--- config.mk ---
export PLATFORM = sky130hd
export DESIGN_NAME = lieat_wbck_arb
export DESIGN_NICKNAME = d
export VERILOG_FILES = /design/src/rtl/lieat_wbck_pkg.sv /design/src/rtl/lieat_wbck_rr_pick.sv /design/src/rtl/lieat_wbck_arb.sv
export SDC_FILE = /design/constraint.sdc
export NUM_CORES = 1
export LEC_CHECK = 0
export BUFFER_PORTS_ARGS = -buffer_cell sky130_fd_sc_hd__buf_2
export CAP_MARGIN = 20
export CELL_PAD_IN_SITES_DETAIL_PLACEMENT = 1
export CELL_PAD_IN_SITES_GLOBAL_PLACEMENT = 2
export CORE_ASPECT_RATIO = 1.5
export CORE_UTILIZATION = 22
export CTS_CLUSTER_DIAMETER = 200
export CTS_CLUSTER_SIZE = 24
export DETAILED_ROUTE_END_ITERATION = 7
export HOLD_SLACK_MARGIN = 0.1
export PLACE_DENSITY_LB_ADDON = 0.1
export RECOVER_POWER = 100
export SYNTH_ARGS = -nofsm -noshare
export SYNTH_HDL_FRONTEND = slang
export SYNTH_HIERARCHICAL = 1
export SYNTH_SLANG_ARGS = --single-unit
--- constraint.sdc ---
create_clock -name clock -period 4.84 [get_ports clock]
set_input_delay 0.968 -clock clock [delete_from_list [all_inputs] [get_ports clock]]
set_output_delay 0.968 -clock clock [all_outputs]
set_load 0.01 [all_outputs]
--- src/rtl/lieat_wbck_pkg.sv ---
// Shared definitions for the writeback arbiter: unit indices, one-hot op encoding, widths.
// LIEAT_WBCK_COM_PRIO_EN selects the com-priority variant of the round-robin pointer range.
package lieat_wbck_pkg;

    localparam int XLEN      = 32;
    localparam int REG_IDX   = 5;
    localparam int NUM_UNITS = 5;

    localparam logic [2:0] UNIT_COM    = 3'd0;
    localparam logic [2:0] UNIT_LSU    = 3'd1;
    localparam logic [2:0] UNIT_MULDIV = 3'd2;
    localparam logic [2:0] UNIT_VPU    = 3'd3;
    localparam logic [2:0] UNIT_FPU    = 3'd4;

    // Same encoding is decoded by the dependency tracker's retire logic.
    typedef logic [NUM_UNITS-1:0] wbck_op_t;

`ifdef LIEAT_WBCK_COM_PRIO_EN
    localparam logic [2:0] PTR_LO = UNIT_LSU;
`else
    localparam logic [2:0] PTR_LO = UNIT_COM;
`endif

    function automatic wbck_op_t unit_onehot(input logic [2:0] idx);
        return wbck_op_t'(1) << idx;
    endfunction

    function automatic logic [2:0] ptr_next(input logic [2:0] idx);
        return (idx == UNIT_FPU) ? PTR_LO : idx + 3'd1;
    endfunction

endpackage

--- src/rtl/lieat_wbck_rr_pick.sv ---
// Combinational one-hot picker: first requester found scanning from ptr upward, wrapping 4->0.
module lieat_wbck_rr_pick
    import lieat_wbck_pkg::*;
(
    input  logic [NUM_UNITS-1:0] req_i,
    input  logic [2:0]           ptr_i,
    output logic [NUM_UNITS-1:0] gnt_o,
    output logic [2:0]           idx_o
);

    always_comb begin
        logic       found;
        logic [3:0] j;
        gnt_o = '0;
        idx_o = ptr_i;
        found = 1'b0;
        j     = '0;
        for (int off = 0; off < NUM_UNITS; off++) begin
            j = {1'b0, ptr_i} + 4'(off);
            if (j >= 4'(NUM_UNITS)) j = j - 4'(NUM_UNITS);
            if (!found && req_i[j]) begin
                found    = 1'b1;
                gnt_o[j] = 1'b1;
                idx_o    = j[2:0];
            end
        end
    end

endmodule

--- src/rtl/lieat_wbck_arb.sv ---
// Writeback arbiter: grants one of five units per cycle into a registered regfile write stage.
// Define LIEAT_WBCK_COM_PRIO_EN to give com absolute priority over a 4-way round-robin.
module lieat_wbck_arb
    import lieat_wbck_pkg::*;
#(
    parameter int DW = XLEN,
    parameter int AW = REG_IDX
) (
    input  logic          clock,
    input  logic          reset,
    input  logic          com_wb_valid,
    output logic          com_wb_ready,
    input  logic [AW-1:0] com_wb_rd,
    input  logic          com_wb_rdwen,
    input  logic [DW-1:0] com_wb_data,
    input  logic          lsu_wb_valid,
    output logic          lsu_wb_ready,
    input  logic [AW-1:0] lsu_wb_rd,
    input  logic          lsu_wb_rdwen,
    input  logic [DW-1:0] lsu_wb_data,
    input  logic          muldiv_wb_valid,
    output logic          muldiv_wb_ready,
    input  logic [AW-1:0] muldiv_wb_rd,
    input  logic          muldiv_wb_rdwen,
    input  logic [DW-1:0] muldiv_wb_data,
    input  logic          vpu_wb_valid,
    output logic          vpu_wb_ready,
    input  logic [AW-1:0] vpu_wb_rd,
    input  logic          vpu_wb_rdwen,
    input  logic [DW-1:0] vpu_wb_data,
    input  logic          fpu_wb_valid,
    output logic          fpu_wb_ready,
    input  logic [AW-1:0] fpu_wb_rd,
    input  logic          fpu_wb_rdwen,
    input  logic [DW-1:0] fpu_wb_data,
    output logic          wbck_valid,
    output wbck_op_t      wbck_op,
    output logic [AW-1:0] wbck_rd,
    output logic          wbck_rdwen,
    output logic [DW-1:0] wbck_data,
    output logic          arb_idle
);

    logic [NUM_UNITS-1:0] valids, rdwens, rr_req, rr_gnt, gnt, ready;
    logic [2:0]           rr_idx, ptr_q, ptr_d;
    logic                 rr_win, take;
    logic [AW-1:0]        rd_a   [NUM_UNITS];
    logic [DW-1:0]        data_a [NUM_UNITS];
    logic [AW-1:0]        sel_rd;
    logic [DW-1:0]        sel_data;
    logic                 sel_rdwen;

    logic                 valid_q, valid_d, rdwen_q, rdwen_d;
    wbck_op_t             op_q, op_d;
    logic [AW-1:0]        rd_q, rd_d;
    logic [DW-1:0]        data_q, data_d;

    assign valids = {fpu_wb_valid, vpu_wb_valid, muldiv_wb_valid, lsu_wb_valid, com_wb_valid};
    assign rdwens = {fpu_wb_rdwen, vpu_wb_rdwen, muldiv_wb_rdwen, lsu_wb_rdwen, com_wb_rdwen};
    assign rd_a   = '{com_wb_rd, lsu_wb_rd, muldiv_wb_rd, vpu_wb_rd, fpu_wb_rd};
    assign data_a = '{com_wb_data, lsu_wb_data, muldiv_wb_data, vpu_wb_data, fpu_wb_data};

`ifdef LIEAT_WBCK_COM_PRIO_EN
    // com bypasses the rotation; the pointer only ever covers lsu..fpu.
    assign rr_req = valids & ~unit_onehot(UNIT_COM);
    assign gnt    = valids[UNIT_COM] ? unit_onehot(UNIT_COM) : rr_gnt;
    assign rr_win = ~valids[UNIT_COM] & (|rr_gnt);
`else
    assign rr_req = valids;
    assign gnt    = rr_gnt;
    assign rr_win = |rr_gnt;
`endif

    lieat_wbck_rr_pick u_pick (
        .req_i (rr_req),
        .ptr_i (ptr_q),
        .gnt_o (rr_gnt),
        .idx_o (rr_idx)
    );

    // No grant is taken while reset is low, so requesters simply keep waiting.
    assign ready = gnt & {NUM_UNITS{reset}};
    assign take  = |ready;

    assign com_wb_ready    = ready[UNIT_COM];
    assign lsu_wb_ready    = ready[UNIT_LSU];
    assign muldiv_wb_ready = ready[UNIT_MULDIV];
    assign vpu_wb_ready    = ready[UNIT_VPU];
    assign fpu_wb_ready    = ready[UNIT_FPU];

    always_comb begin
        sel_rd    = '0;
        sel_data  = '0;
        sel_rdwen = 1'b0;
        for (int k = 0; k < NUM_UNITS; k++) begin
            if (gnt[k]) begin
                sel_rd    = sel_rd | rd_a[k];
                sel_data  = sel_data | data_a[k];
                sel_rdwen = sel_rdwen | rdwens[k];
            end
        end
    end

    always_comb begin
        ptr_d   = (take && rr_win) ? ptr_next(rr_idx) : ptr_q;
        valid_d = take;
        op_d    = take ? gnt : '0;
        rdwen_d = take & sel_rdwen;
        rd_d    = take ? sel_rd : rd_q;
        data_d  = take ? sel_data : data_q;
    end

    always_ff @(posedge clock) begin
        if (!reset) begin
            ptr_q   <= PTR_LO;
            valid_q <= 1'b0;
            op_q    <= '0;
            rdwen_q <= 1'b0;
            rd_q    <= '0;
            data_q  <= '0;
        end else begin
            ptr_q   <= ptr_d;
            valid_q <= valid_d;
            op_q    <= op_d;
            rdwen_q <= rdwen_d;
            rd_q    <= rd_d;
            data_q  <= data_d;
        end
    end

    assign wbck_valid = valid_q;
    assign wbck_op    = op_q;
    assign wbck_rd    = rd_q;
    assign wbck_rdwen = rdwen_q;
    assign wbck_data  = data_q;
    assign arb_idle   = ~(|valids) & ~valid_q;

endmodule

======== Yosys cells after proc, flatten, opt, wreduce, memory -nomap -nowiden ========
Index checks and enable logic that the tools add are counted.
storage, ports and cells
  register bits ........................... 47
  bits of input ports ..................... 197
  output and inout bits ................... 50
  word-level logic and storage cells ...... 126
cells by class
  add/subtract/negate cells ............... 10
  order comparisons ....................... 15
  equality and inequality tests ........... 1
  mux-type cells .......................... 55
  bitwise logic cells ..................... 21
  reductions and logical operators ........ 18
operators by type and width
  cell                                                                                  count
  32-bit two-way mux                                                                    5
  32-bit OR                                                                             4
  5-bit two-way mux                                                                     10
  5-bit OR                                                                              8
  4-bit by 1-bit greater-or-equal comparator with 1-bit output (second input constant)  5
  4-bit less-than comparator (second input constant)                                    5
  4-bit two-way mux                                                                     5
  1-bit two-way mux                                                                     19
  3-bit two-way mux                                                                     6
  4-bit by 3-bit greater-or-equal comparator with 1-bit output (second input constant)  4
  4-bit by 3-bit subtractor with 4-bit output (second input constant)                   4
  1-bit binary-select mux with 3-bit select                                             5
  1-bit demux with 3-bit select                                                         5
  5-bit OR reduction                                                                    3
  1-bit logical AND                                                                     10
  3-bit by 2-bit adder with 4-bit output (second input constant)                        2
  5-bit bitwise AND                                                                     1
  3-bit by 1-bit adder with 4-bit output (second input constant)                        1
  3-bit by 3-bit adder with 4-bit output (second input constant)                        1
  1-bit logical NOT                                                                     4
  1-bit OR                                                                              4
  3-bit by 3-bit subtractor with 4-bit output (second input constant)                   1
  3-bit by 1-bit adder with 3-bit output (second input constant)                        1
  3-bit == test (second input constant)                                                 1
  4 further kinds                                                                       6

======== Longest topological paths before layout ========
Gate-level depths: netlist of run 1.
  depth in word-level cells ............... 27
  depth in mapped cells ................... 19
  gate-level depth less buffers ........... 17

======== Hierarchy ========
The synthesis of run 1 kept the hierarchy.
modules (own cells, without submodules)
  module              instances  cells each  area an instance (um^2)  seq. area each (um^2)
  lieat_wbck_arb      1          274         2886.5                   940.9
  lieat_wbck_rr_pick  1          230         1572.8                   0.0

======== Worst setup path before layout of run 1 ========
OpenSTA, ideal clock, no wires.
  kind .................................... register -> output
  start ................................... reg ptr_q[1]
  end ..................................... out vpu_wb_ready
  data arrival time ....................... 3721 ps
  required time ........................... 3872 ps
  path slack .............................. 151 ps
  cell stages (with the launch flop) ...... 15
  path buffers ............................ 3
  cells stage by stage .................... dfxtp_1 -> inv_1 -> ha_1 -> ha_1 -> clkbuf_1 -> a21oi_1 -> mux2i_1 -> mux2_2 -> a311oi_1 -> nand3_2 -> nor4_1 -> a311o_1 -> clkbuf_1 -> clkbuf_1 -> and2_1
on the way
  longest elaborated chain between the ends .. 18
  elaborated cells between the ends (all ways) .. 76
  classes of those cells .................. add/sub: 9; order compare: 15; mux: 34; bitwise: 5; reduce/logical: 13
ends and longest elaborated chain
  element                                                                          line                      text
  start: declaration                                                               lieat_wbck_arb.sv:45      logic [2:0] rr_idx, ptr_q, ptr_d;
  start signal: assignment                                                         lieat_wbck_arb.sv:122     ptr_q <= ptr_d;
  branches (longest 16 deep; another with 3-bit by 1-bit adder with 4-bit output)  --
  5-bit two-way mux (*)                                                            lieat_wbck_rr_pick.sv:21  if (!found && req_i[j]) begin
  via gnt[3]                                                                       lieat_wbck_arb.sv:44      logic [NUM_UNITS-1:0] valids, rdwens, rr_req, rr_gnt, gnt, ready;
  5-bit bitwise AND (*)                                                            lieat_wbck_arb.sv:82      assign ready = gnt & {NUM_UNITS{reset}};
  end: declaration                                                                 lieat_wbck_arb.sv:27      output logic vpu_wb_ready,
Mark *: on every way through the listed nets, which the timed path passes. The select of a mux whose other input is x is not followed.

======== Worst setup path after layout of run 1 ========
  start ................................... reg ptr_q[0]
  end ..................................... out vpu_wb_ready
Same word-level chain as after synthesis.

==> impl_results.md, run 1 <==
- Max-slew violations: 0
- Area growth from synthesis to layout: 39.2%
- Fill cell count: 2391
- Sink Count: 47
- Final Non-Filler Cells: 1009
- Clk pwr share: 5.4%
- Async SR Flop Fraction: 0%
- Leakage: 2.56 nW
- Worst Hold Path EP: wbck_data[29]
- CP Launch Type: register
- Final wirelength: 22.5 mm
- DIE WIDTH: 118 um
- Synth area leaders: dfxtp_1, a222oi_1, nor3_2
- Hold Worst Slack: 0.598 ns
- Via Count: 5495
- Vias in the first global route: 5891
- Hold crit path type: reg2reg
- Grt ovf: 0
- Worst slew pin tran: 0.973 ns
- Final Power: 6.64 mW
- Hold_sp: wbck_data[29]
- Root buf cell: clkbuf_16
- Most frequent cells in the layout: buf_2, dfxtp_1, clkbuf_1, a22oi_1, a222oi_1
- DRC marker count from the first detailed-route iteration: 356
- Rel. slew slack: 34.3%
- Setup crit end kind: output port
- Count of cell types in the netlist: 73
- Core area: 19800 um^2
- FMAX: 0.213 GHz
- HPWL after DPL: 17.8 mm
- Max IR drop VDD: 0.631 mV
- Ys flop type: dfxtp_1
- Nets: 959
- Critical path class: reg2out
- CTS max path bufs: 2
- Number of diodes: 0
- Fraction of the mapped netlist area in compound gates: 39.9%
- Post-Syn Area: 4460 um^2
- Final hold vios: 0
- Final GP Congestion: 0.872
- # IOs: 247
- Initial Utilization: 22.5%
- FP Rows: 63
- CTS tree: done
- Psw: 3.74 mW
- Final Util: 31.4%
- Crit-path slowest cell: or3b_2
- #FFs+latches synth: 47
- Worst-path clk slew: 0.07 ns
- Worst EP required: 3.87 ns
- Worst flop-to-flop path startpoint: ptr_q[0]
- Data arrival, critical path: 3.72 ns
- XOR/XNOR Fraction of Synth Area: 1.57%
- Initial antenna violation count: 0
- Multiplexer share of the synthesized area: 3.34%
- Total power divided by cell area: 1070 nW/um^2
- Vias/cell: 5.45
- Max Cap Viol: 0
- Area leader, netlist: dfxtp_1
- Max stage delay on crit path: 0.50 ns
- Simple-gate area share of the yosys netlist: 21.9%
- Syn nets: 715
- Fin crit period: 4.69 ns
- Syn Area/Cell: 8.85 um^2
- Hold Path Stages: 2
- Worst path cell trace: inv_2, buf_6, ha_1, inv_1, fa_2, a21oi_4, mux2i_2, mux2i_1, or3b_2, and2_1, nand3_2, nor4_1, a311o_2, and2_1, buf_2
- Port Buffers: 246
- Die height: 176 um
- Synth Warn #: 6
- Post-synth EDFFs: 0
- CTS H-tree depth: 2
- Reg2Reg Setup Slack: 0.28 ns
- Tcrit/Tclk final: 96.9%
- Yosys top cell area share: 21.1%
- TritonCTS buffer count: 5
- Clock Skews: 0.00335 ns
- # placed instances: 992
- Final setup violation count: 0
- Largest family of logic cells by synthesized area: compound AO/OA/AOI/OAI gates
- Switch share: 56.4%
- ANT nets after route: 0
- Pre-Repair DR Iteration Count: 6
- Post-route worst setup slack: 0.151 ns
- Post-Place Worst Slack: 0.0482 ns
- Synth Area in Adders: 4.10%
- Largest net degree at the start of global routing: 79
- Wire per inst: 22.3 um
- Sequential element share of the synthesized area: 21.1%
- First-pass GRT wire length: 34.4 mm
- Internal power: 2.90 mW
- Mapped Cells: 504
- R2R depth: 15
- Reg2reg end: wbck_data[0]
- Layout cells sized above 1: 45.4%
- Combinational power share: 84.5%
- Sequential group share of total power: 10.1%
- Die area: 20900 um^2
- Status: finished, final reports clean
- Total GRT Usage: 21.5%
- Most common cell after layout, fill and taps aside: buf_2
- Clock latency at the later pin of the worst-skew pair: 0.29 ns
- CP dominant cell by count: and2_1
- Worst-path maximum fanout: 10
- Residual DRC: 0
## logic make-up after synthesis
logic type	count (synthesis)
AO/OA/AOI/OAI	207
AND/OR/NAND/NOR	142
buffers and inverters	73
flip-flops	47
adder cells (fa/ha/maj)	14
multiplexers	13
XOR/XNOR	8
## critical path: cells and delay by family (launching register included)
kind | cells | cell delay, ns
buffers and inverters | 4 | 0.41
adders and majority gates | 2 | 0.55
muxes | 2 | 0.41
DFF | 1 | 0.34
and+or+nand+nor | 5 | 1.09
AOI/OAI and AO/OA | 2 | 0.63
## sequential cells by signal (all words and copies together) (netlist names)
signal and cells:
wbck_op 5, wbck_rd 5, ptr_q 3, wbck_valid 1, wbck_rdwen 1, wbck_data 32
## area by class of cell
class	instances	area (um^2)	share of cell area, %
Sequential cell	47	941	15.2
Inverter	20	77.6	1.25
Tap cell	260	325	5.24
Clock inverter	2	12.5	0.202
Multi-Input combinational cell	384	3190	51.3
Clock buffer	6	129	2.08
Timing Repair Buffer	290	1540	24.7
## power by group through the flow
stage	clock, mW	combinational, mW	sequential [mW]
5_1_grt	0.384	6.10	0.694
2_1_floorplan	0	3.99	0.750
6_report	0.355	5.61	0.673
3_3_place_gp	0	5.58	0.674
3_5_place_dp	0	5.65	0.680
4_1_cts	0.371	5.72	0.676
## synthesized netlist by cell type (all sizes together), types with 5 or more instances
library cell,number
a211oi,5
a21oi,26
a222oi,38
a22oi,39
a311oi,40
a31oi,5
a32oi,5
and2,12
buf,23
clkbuf,30
dfxtp,47
ha,13
inv,20
mux2i,10
nand2,17
nand2b,6
nand3,9
nor2,23
nor3,44
nor4,5
o21ai,17
or2,6
or3,5
xnor2,8
## worst max path at each step
stage | start | slack (ns) | end
6_report | ptr_q[0] | 0.15 | vpu_wb_ready
5_1_grt | ptr_q[1] | -0.006 | vpu_wb_ready
4_1_cts | ptr_q[0] | 0.02 | vpu_wb_ready
3_5_place_dp | ptr_q[1] | 0.05 | wbck_data[0]
3_3_place_gp | ptr_q[0] | 0.1 | fpu_wb_ready
2_1_floorplan | ptr_q[1] | 0.15 | vpu_wb_ready
## what timing repair did
item,CTS,global route
pin swaps,0,4
setup endpoints to repair,5,5
resized for setup,5,13
hold buffers,0,0
setup buffers,3,6
## routing by layer
| layer | part of all wire (%) | wire [um] | vias to the layer above | track usage (%) |
|---|---|---|---|---|
| li1 | - | - | 2536 | - |
| met3 | 5.4 | 1210 | 50 | 3.10 |
| met5 | 0 | 0 | - | 0 |
| met1 | 36 | 8180 | 2664 | 23.3 |
| met2 | 53 | 11900 | 245 | 39.6 |
| met4 | 5.1 | 1150 | 0 | 12.0 |
## stage by stage
step / instance area (um^2) / TNS, ns
2_1_floorplan: 4460 / 0
3_3_place_gp: 6040 / 0
3_5_place_dp: 6040 / 0
4_1_cts: 6220 / 0
5_1_grt: 6210 / -0.00590
6_report: 6210 / 0
Note: power is estimated with default switching activity, not from simulation.
==> run 2: changes to the inputs <==
--- a/config.mk
+++ b/config.mk
@@ -5,12 +5,13 @@
 export SDC_FILE = /design/constraint.sdc
 export NUM_CORES = 1
 export LEC_CHECK = 0
-export BUFFER_PORTS_ARGS = -buffer_cell sky130_fd_sc_hd__buf_2
+export ABC_AREA = 1
+export BUFFER_PORTS_ARGS = -buffer_cell sky130_fd_sc_hd__clkbuf_2
 export CAP_MARGIN = 20
 export CELL_PAD_IN_SITES_DETAIL_PLACEMENT = 1
 export CELL_PAD_IN_SITES_GLOBAL_PLACEMENT = 2
 export CORE_ASPECT_RATIO = 1.5
-export CORE_UTILIZATION = 22
+export CORE_UTILIZATION = 20
 export CTS_CLUSTER_DIAMETER = 200
 export CTS_CLUSTER_SIZE = 24
 export DETAILED_ROUTE_END_ITERATION = 7
==> constraint.sdc (replaced) <==
create_clock -name clock -period 3.99 [get_ports clock]
set_input_delay 0.798 -clock clock [delete_from_list [all_inputs] [get_ports clock]]
set_output_delay 0.798 -clock clock [all_outputs]
set_load 0.01 [all_outputs]
==> run 2 against run 1 <==
Compared with the run above:
- die area rose by 32%
- via count rose by 26%
- register-to-register slack improved by 0.08 ns
- setup slack lost 0.022 ns
- clock-buffer cell count unchanged
- worst hold slack got worse by 0.047 ns
- routed wire length up 12%
- first-iteration DRC count is 63% lower
- critical path depth up 5
- cell count rose by 62%
- synthesized cell count increased by 110%
==> impl_results.md, run 2 <==
- Hold crit path type: reg2reg (unchanged)
- Fin crit period: 3.86 ns
- TritonCTS buffer count: 5 (unchanged)
- FMAX: 0.259 GHz
- Data arrival, critical path: 3.06 ns (was 3.72 ns)
- Nets: 1511 (was 959)
- Ys flop type: dfxtp_1 (unchanged)
- Synth cell count leaders: nand2_1, inv_1, nor2_1 (was dfxtp_1, a22oi_1, a222oi_1, nor3_2, clkbuf_1)
- FP Rows: 73 (was 63)
- Most frequent cells in the layout: nand2_1, clkbuf_2, inv_1, nor2_1, clkbuf_1 (was buf_2, dfxtp_1, clkbuf_1, a22oi_1, a222oi_1)
- R2R depth: 22 (was 15)
- Worst slew pin tran: 0.511 ns (was 0.973 ns)
- Count of cell types in the netlist: 35 (was 73)
- CTS H-tree depth: 2 (unchanged)
- Hold_sp: ptr_q[2] (was wbck_data[29])
- Final GP Congestion: 0.829 (was 0.872)
- Worst-path clk slew: 0.06 ns (was 0.07 ns)
- Residual DRC: 0 (unchanged)
- Worst EP required: 3.19 ns (was 3.87 ns)
- Area growth from synthesis to layout: 40.2% (was 39.2%)
- Max Cap Viol: 0 (unchanged)
- Total GRT Usage: 18.6% (was 21.5%)
- Clock latency at the later pin of the worst-skew pair: 0.30 ns (was 0.29 ns)
- Rel. slew slack: 65.9% (was 34.3%)
- Max-slew violations: 0 (unchanged)
- Vias in the first global route: 7322 (was 5891)
- Worst flop-to-flop path startpoint: ptr_q[0] (unchanged)
- Sink Count: 47 (unchanged)
- HPWL after DPL: 20.5 mm (was 17.8 mm)
- First-pass GRT wire length: 39.2 mm (was 34.4 mm)
- Status: finished, final reports clean (unchanged)
- Sequential element share of the synthesized area: 17.5% (was 21.1%)
- Post-synth EDFFs: 0 (unchanged)
- Fill cell count: 3628 (was 2391)
- Largest net degree at the start of global routing: 40 (was 79)
- Wire per inst: 15.4 um (was 22.3 um)
- Worst-path maximum fanout: 7 (was 10)
- Syn nets: 1256 (was 715)
- Syn Area/Cell: 5.16 um^2 (was 8.85 um^2)
- Initial Utilization: 20.4% (was 22.5%)
- Most common cell after layout, fill and taps aside: nand2_1 (was buf_2)
- Grt ovf: 0 (unchanged)
- Vias/cell: 4.24 (was 5.45)
- Area leader, netlist: nand2_1 (was dfxtp_1)
- CP Launch Type: register (unchanged)
- CTS tree: done (unchanged)
- Synth Warn #: 6 (unchanged)
- CTS max path bufs: 2 (unchanged)
- Mapped Cells: 1045 (was 504)
- Hold Path Stages: 2 (unchanged)
- Die area: 27600 um^2 (was 20900 um^2)
- Tcrit/Tclk final: 96.7%
- Async SR Flop Fraction: 0% (unchanged)
- Number of diodes: 0 (unchanged)
- DRC marker count from the first detailed-route iteration: 130 (was 356)
- Initial antenna violation count: 0 (unchanged)
- Critical path class: reg2out (unchanged)
- DIE WIDTH: 136 um (was 118 um)
- Hold_buf cts: 0 (unchanged)
- Root buf cell: clkbuf_16 (unchanged)
- Post-Syn Area: 5390 um^2 (was 4460 um^2)
- Core area: 26500 um^2 (was 19800 um^2)
- Max reg flops: 32 (unchanged)
- Via Count: 6949 (was 5495)
- Final wirelength: 25.2 mm (was 22.5 mm)
- Top-count cell post-synth: nand2_1 (was dfxtp_1)
- ANT nets after route: 0 (unchanged)
- Final hold vios: 0 (unchanged)
- Port Buffers: 246 (unchanged)
- Worst setup startpoint: ptr_q[0] (unchanged)
- Die height: 203 um (was 176 um)
- Synth area leaders: nand2_1, dfxtp_1, inv_1 (was dfxtp_1, a222oi_1, nor3_2)
- Final setup violation count: 0 (unchanged)
- Setup total negative slack: 0 ns (unchanged)
- #FFs+latches synth: 47 (unchanged)
- Yosys top cell area share: 32.3% (was 21.1%)
- # IOs: 247 (unchanged)
- Setup crit end kind: output port (unchanged)
- Clock Skews: 0.00722 ns (was 0.00335 ns)
- Pre-Repair DR Iteration Count: 4 (was 6)
- Layout cells sized above 1: 27.2% (was 45.4%)
- RSZ-0062 raised after global routing: true
==> run 2: final timing paths <==
check | endpoint | slack (ns)
max reg2reg | wbck_data[14] | 0.36
min | ptr_q[2] | 0.55
max | lsu_wb_ready | 0.13
min reg2reg | ptr_q[2] | 0.55
==> run 2: what timing repair did <==
action / CTS / global route
cloned: 0 / 0
pin swaps: 4 / 12
gates resized for setup: 27 / 58
buffers inserted: 4 / 5
endpoints found under the setup margin: 5 / 42
==> run 2: kinds of logic after synthesis <==
group	share of synthesized area [%]
buf+inv	17.5
compound gates	2.76
fa+ha+maj	3.39
xor+xnor	2.09
flops	17.5
simple gates	56.9
==> run 2: worst max-delay path, stage by stage, from the launching register on <==
cell and delay, ns:
dfxtp_4 0.36, inv_4 0.08, ha_1 0.14, inv_1 0.07
fa_2 0.37, inv_2 0.10, nand2_8 0.09, o21ai_4 0.24
nand2_2 0.11, nor2_4 0.10, nand2_1 0.07, nand2_2 0.07
inv_1 0.05, nand2_2 0.11, nand2_2 0.10, nor2_4 0.15
nand3_1 0.13, nand3_2 0.13, nand2_2 0.08, inv_1 0.08
buf_2 0.14
==> run 2: metrics by stage <==
stage / instance area (um^2) / util (%) / hold WS, ns / setup slack [ns] / cells
finish: 7560 / 28.5 / 0.550 / 0.130 / 1637
global route: 7560 / 28.5 / 0.582 / -0.0365 / 1637
CTS: 7390 / 27.9 / 0.555 / 0.0258 / 1632
detailed placement: 7080 / 26.7 / 0.553 / 0.0247 / 1621
global placement: 7080 / 26.7 / 0.543 / 0.0983 / 1621
floorplan: 5400 / - / 0.549 / 0.0532 / 1045
==> run 2: final cells by class <==
class                   count  area [um^2]  share of cell area (%)
clock buffers               6          129                    1.70
multi-input cells         781         3820                    50.5
well taps                 337          422                    5.58
clock inverters             1         30.0                   0.397
inverters                 173          654                    8.66
repair buffers            292         1560                    20.6
flip-flops and latches     47          950                    12.6
==> run 2: routing by layer <==
| layer | up-vias | routed length, um | GRT usage, % |
|---|---|---|---|
| li1 | 3609 | - | - |
| met1 | 3174 | 9230 | 18.6 |
| met2 | 145 | 14300 | 37.7 |
| met3 | 21 | 1130 | 3.00 |
| met4 | 0 | 495 | 5.71 |
| met5 | - | 0 | 0 |
Power of run 2 is not shown: default switching activity piles up to over one toggle a cycle in this logic, so the estimate is an artifact.
==> run 3: changes to the inputs <==
--- a/config.mk
+++ b/config.mk
@@ -10,7 +10,6 @@
 export CAP_MARGIN = 20
 export CELL_PAD_IN_SITES_DETAIL_PLACEMENT = 1
 export CELL_PAD_IN_SITES_GLOBAL_PLACEMENT = 2
-export CORE_ASPECT_RATIO = 1.5
 export CORE_UTILIZATION = 20
 export CTS_CLUSTER_DIAMETER = 200
 export CTS_CLUSTER_SIZE = 24
==> run 3 against run 2 <==
Compared with the run above:
- the run now ends with design-rule violations left
- fmax is 1.2% higher
- critical path type unchanged
- critical path depth fell by 1
- critical endpoint is now vpu_wb_ready
- sequential cell count unchanged
- via count decreased by 1.8%
- die area hardly changed
==> impl_results.md, run 3 (synthesis gave the netlist of run 2 again) <==
- Worst setup startpoint: ptr_q[0] (unchanged)
- DIE WIDTH: 166 um (was 136 um)
- Number of diodes: 0 (unchanged)
- Sink Count: 47 (unchanged)
- TritonCTS buffer count: 5 (unchanged)
- Wire per inst: 14.8 um (was 15.4 um)
- Initial Utilization: 20.5% (was 20.4%)
- Reg2Reg Setup Slack: 0.36 ns (about the same)
- Area growth from synthesis to layout: 40.9% (was 40.2%)
- Failing checks: design-rule violations
- First-pass GRT wire length: 38.8 mm (was 39.2 mm)
- Port Buffers: 246 (unchanged)
- Worst-path clk slew: 0.07 ns (was 0.06 ns)
- Grt ovf: 0 (unchanged)
- Fill cell count: 3591 (was 3628)
- Final Non-Filler Cells: 1634 (was 1637)
- CP Launch Type: register (unchanged)
- Data arrival, critical path: 3.02 ns (was 3.06 ns)
- Root buf cell: clkbuf_16 (unchanged)
- Setup crit end kind: output port (unchanged)
- Worst EP required: 3.19 ns (about the same)
- Hold_buf cts: 0 (unchanged)
- FMAX: 0.262 GHz (was 0.259 GHz)
- # placed instances: 1618 (was 1621)
- Worst-path maximum fanout: 7 (unchanged)
- Worst flop-to-flop path startpoint: ptr_q[0] (unchanged)
- Largest net degree at the start of global routing: 40 (unchanged)
- Vias/cell: 4.18 (was 4.24)
- Fin crit period: 3.81 ns (was 3.86 ns)
- Max reg flops: 32 (unchanged)
- Initial antenna violation count: 0 (unchanged)
- Vias in the first global route: 7008 (was 7322)
- Die height: 166 um (was 203 um)
- Max-slew violations: 0 (unchanged)
- FP Rows: 59 (was 73)
- Final wirelength: 24.2 mm (was 25.2 mm)
- Core area: 26300 um^2 (was 26500 um^2)
- Residual DRC: 21 (was 0)
- Tcrit/Tclk final: 95.6% (was 96.7%)
- Layout cells sized above 1: 27.2% (about the same)
- Final hold vios: 0 (unchanged)
- Die area: 27600 um^2 (about the same)
- CTS H-tree depth: 2 (unchanged)
- # IOs: 247 (unchanged)
- Via Count: 6827 (was 6949)
- Status: finished with violations (was finished, final reports clean)
- Rel. slew slack: 63.1% (was 65.9%)
- Nets: 1509 (was 1511)
- Pre-Repair DR Iteration Count: 8 (was 4)
- R2R depth: 27 (was 22)
- Worst slew pin tran: 0.554 ns (was 0.511 ns)
- Final GP Congestion: 0.839 (was 0.829)
- Most frequent cells in the layout: nand2_1, clkbuf_2, inv_1, nor2_1 (was nand2_1, clkbuf_2, inv_1, nor2_1, clkbuf_1)
- DRC marker count from the first detailed-route iteration: 225 (was 130)
- CTS max path bufs: 2 (unchanged)
- Clock Skews: 0.00523 ns (was 0.00722 ns)
- CTS tree: done (unchanged)
- HPWL after DPL: 18.4 mm (was 20.5 mm)
- Max Cap Viol: 0 (unchanged)
- Crit path capture: vpu_wb_ready (was lsu_wb_ready)
- Reg2reg end: wbck_data[21] (was wbck_data[14])
- Hold crit path type: reg2reg (unchanged)
- Clock latency at the later pin of the worst-skew pair: 0.30 ns (about the same)
- Total GRT Usage: 17.8% (was 18.6%)
- Most common cell after layout, fill and taps aside: nand2_1 (unchanged)
- Critical path class: reg2out (unchanged)
- Final setup violation count: 0 (unchanged)
- ANT nets after route: 0 (unchanged)
run 3: cell count changes in the layout (fill, tap and decap cells not counted), sizes merged:
cell	change
buf	-4
clkbuf	+1
clkinv	+2
run 3: final cells by class:
cell class              count  area, um^2  share of cell area [%]
clock buffers               5         125                    1.65
clock inverters             3        43.8                   0.577
inverters                 173         657                    8.65
multi-input cells         781        3810                    50.1
flip-flops and latches     47         950                    12.5
well taps                 335         419                    5.52
repair buffers            290        1590                    21.0
run 3: worst min-delay path by stage:
stage	startpoint	to	slack, ns	cells after the start
floorplan	ptr_q[1]	ptr_q[1]	0.55	2
global placement	wbck_data[6]	wbck_data[6]	0.56	4
detailed placement	wbck_data[24]	wbck_data[24]	0.57	4
CTS	wbck_data[24]	wbck_data[24]	0.58	4
global route	wbck_data[28]	wbck_data[28]	0.61	4
finish	wbck_rd[2]	wbck_rd[2]	0.58	4
run 3: worst max-delay path, cell delays in order (launching register included):
cell      delay (ns)
dfxtp_4         0.37
inv_6           0.08
ha_4            0.13
inv_2           0.04
fa_2            0.39
inv_2           0.11
nand2_8         0.09
o21ai_4         0.22
nand2_2         0.09
nor2_2          0.14
nand2_1         0.08
nand2_2         0.08
nor2_1          0.06
nand2_2         0.11
inv_1           0.10
a21oi_2         0.24
nand3_4         0.12
nand2_2         0.10
inv_1           0.04
clkbuf_2        0.12
run 3: timing repair:
action,CTS,global route
buffers inserted,4,4
pin swaps,3,15
resized for setup,20,58
endpoints found under the setup margin,39,46
run 3: stage by stage:
step                setup WS, ns  util (%)  cell area [um^2]  TNS, ns  hold WS (ns)
finish                     0.177      28.9              7590        0         0.575
floorplan                 0.0532         -              5400        0         0.549
global placement         0.00526      27.1              7120        0         0.563
detailed placement       -0.0569      27.1              7120   -0.867         0.567
CTS                      0.00999      28.2              7400        0         0.581
global route             -0.0213      28.9              7590  -0.0418         0.613
run 3: layer usage:
metal  GRT usage, %  up-vias  share of wire, %
li1               -     3614                 -
met1           23.8     3042                47
met2           30.1      157                46
met3           2.79       14               5.5
met4           3.25        0              0.96
met5              0        -                 0
Power of run 3 is left out for the same reason.
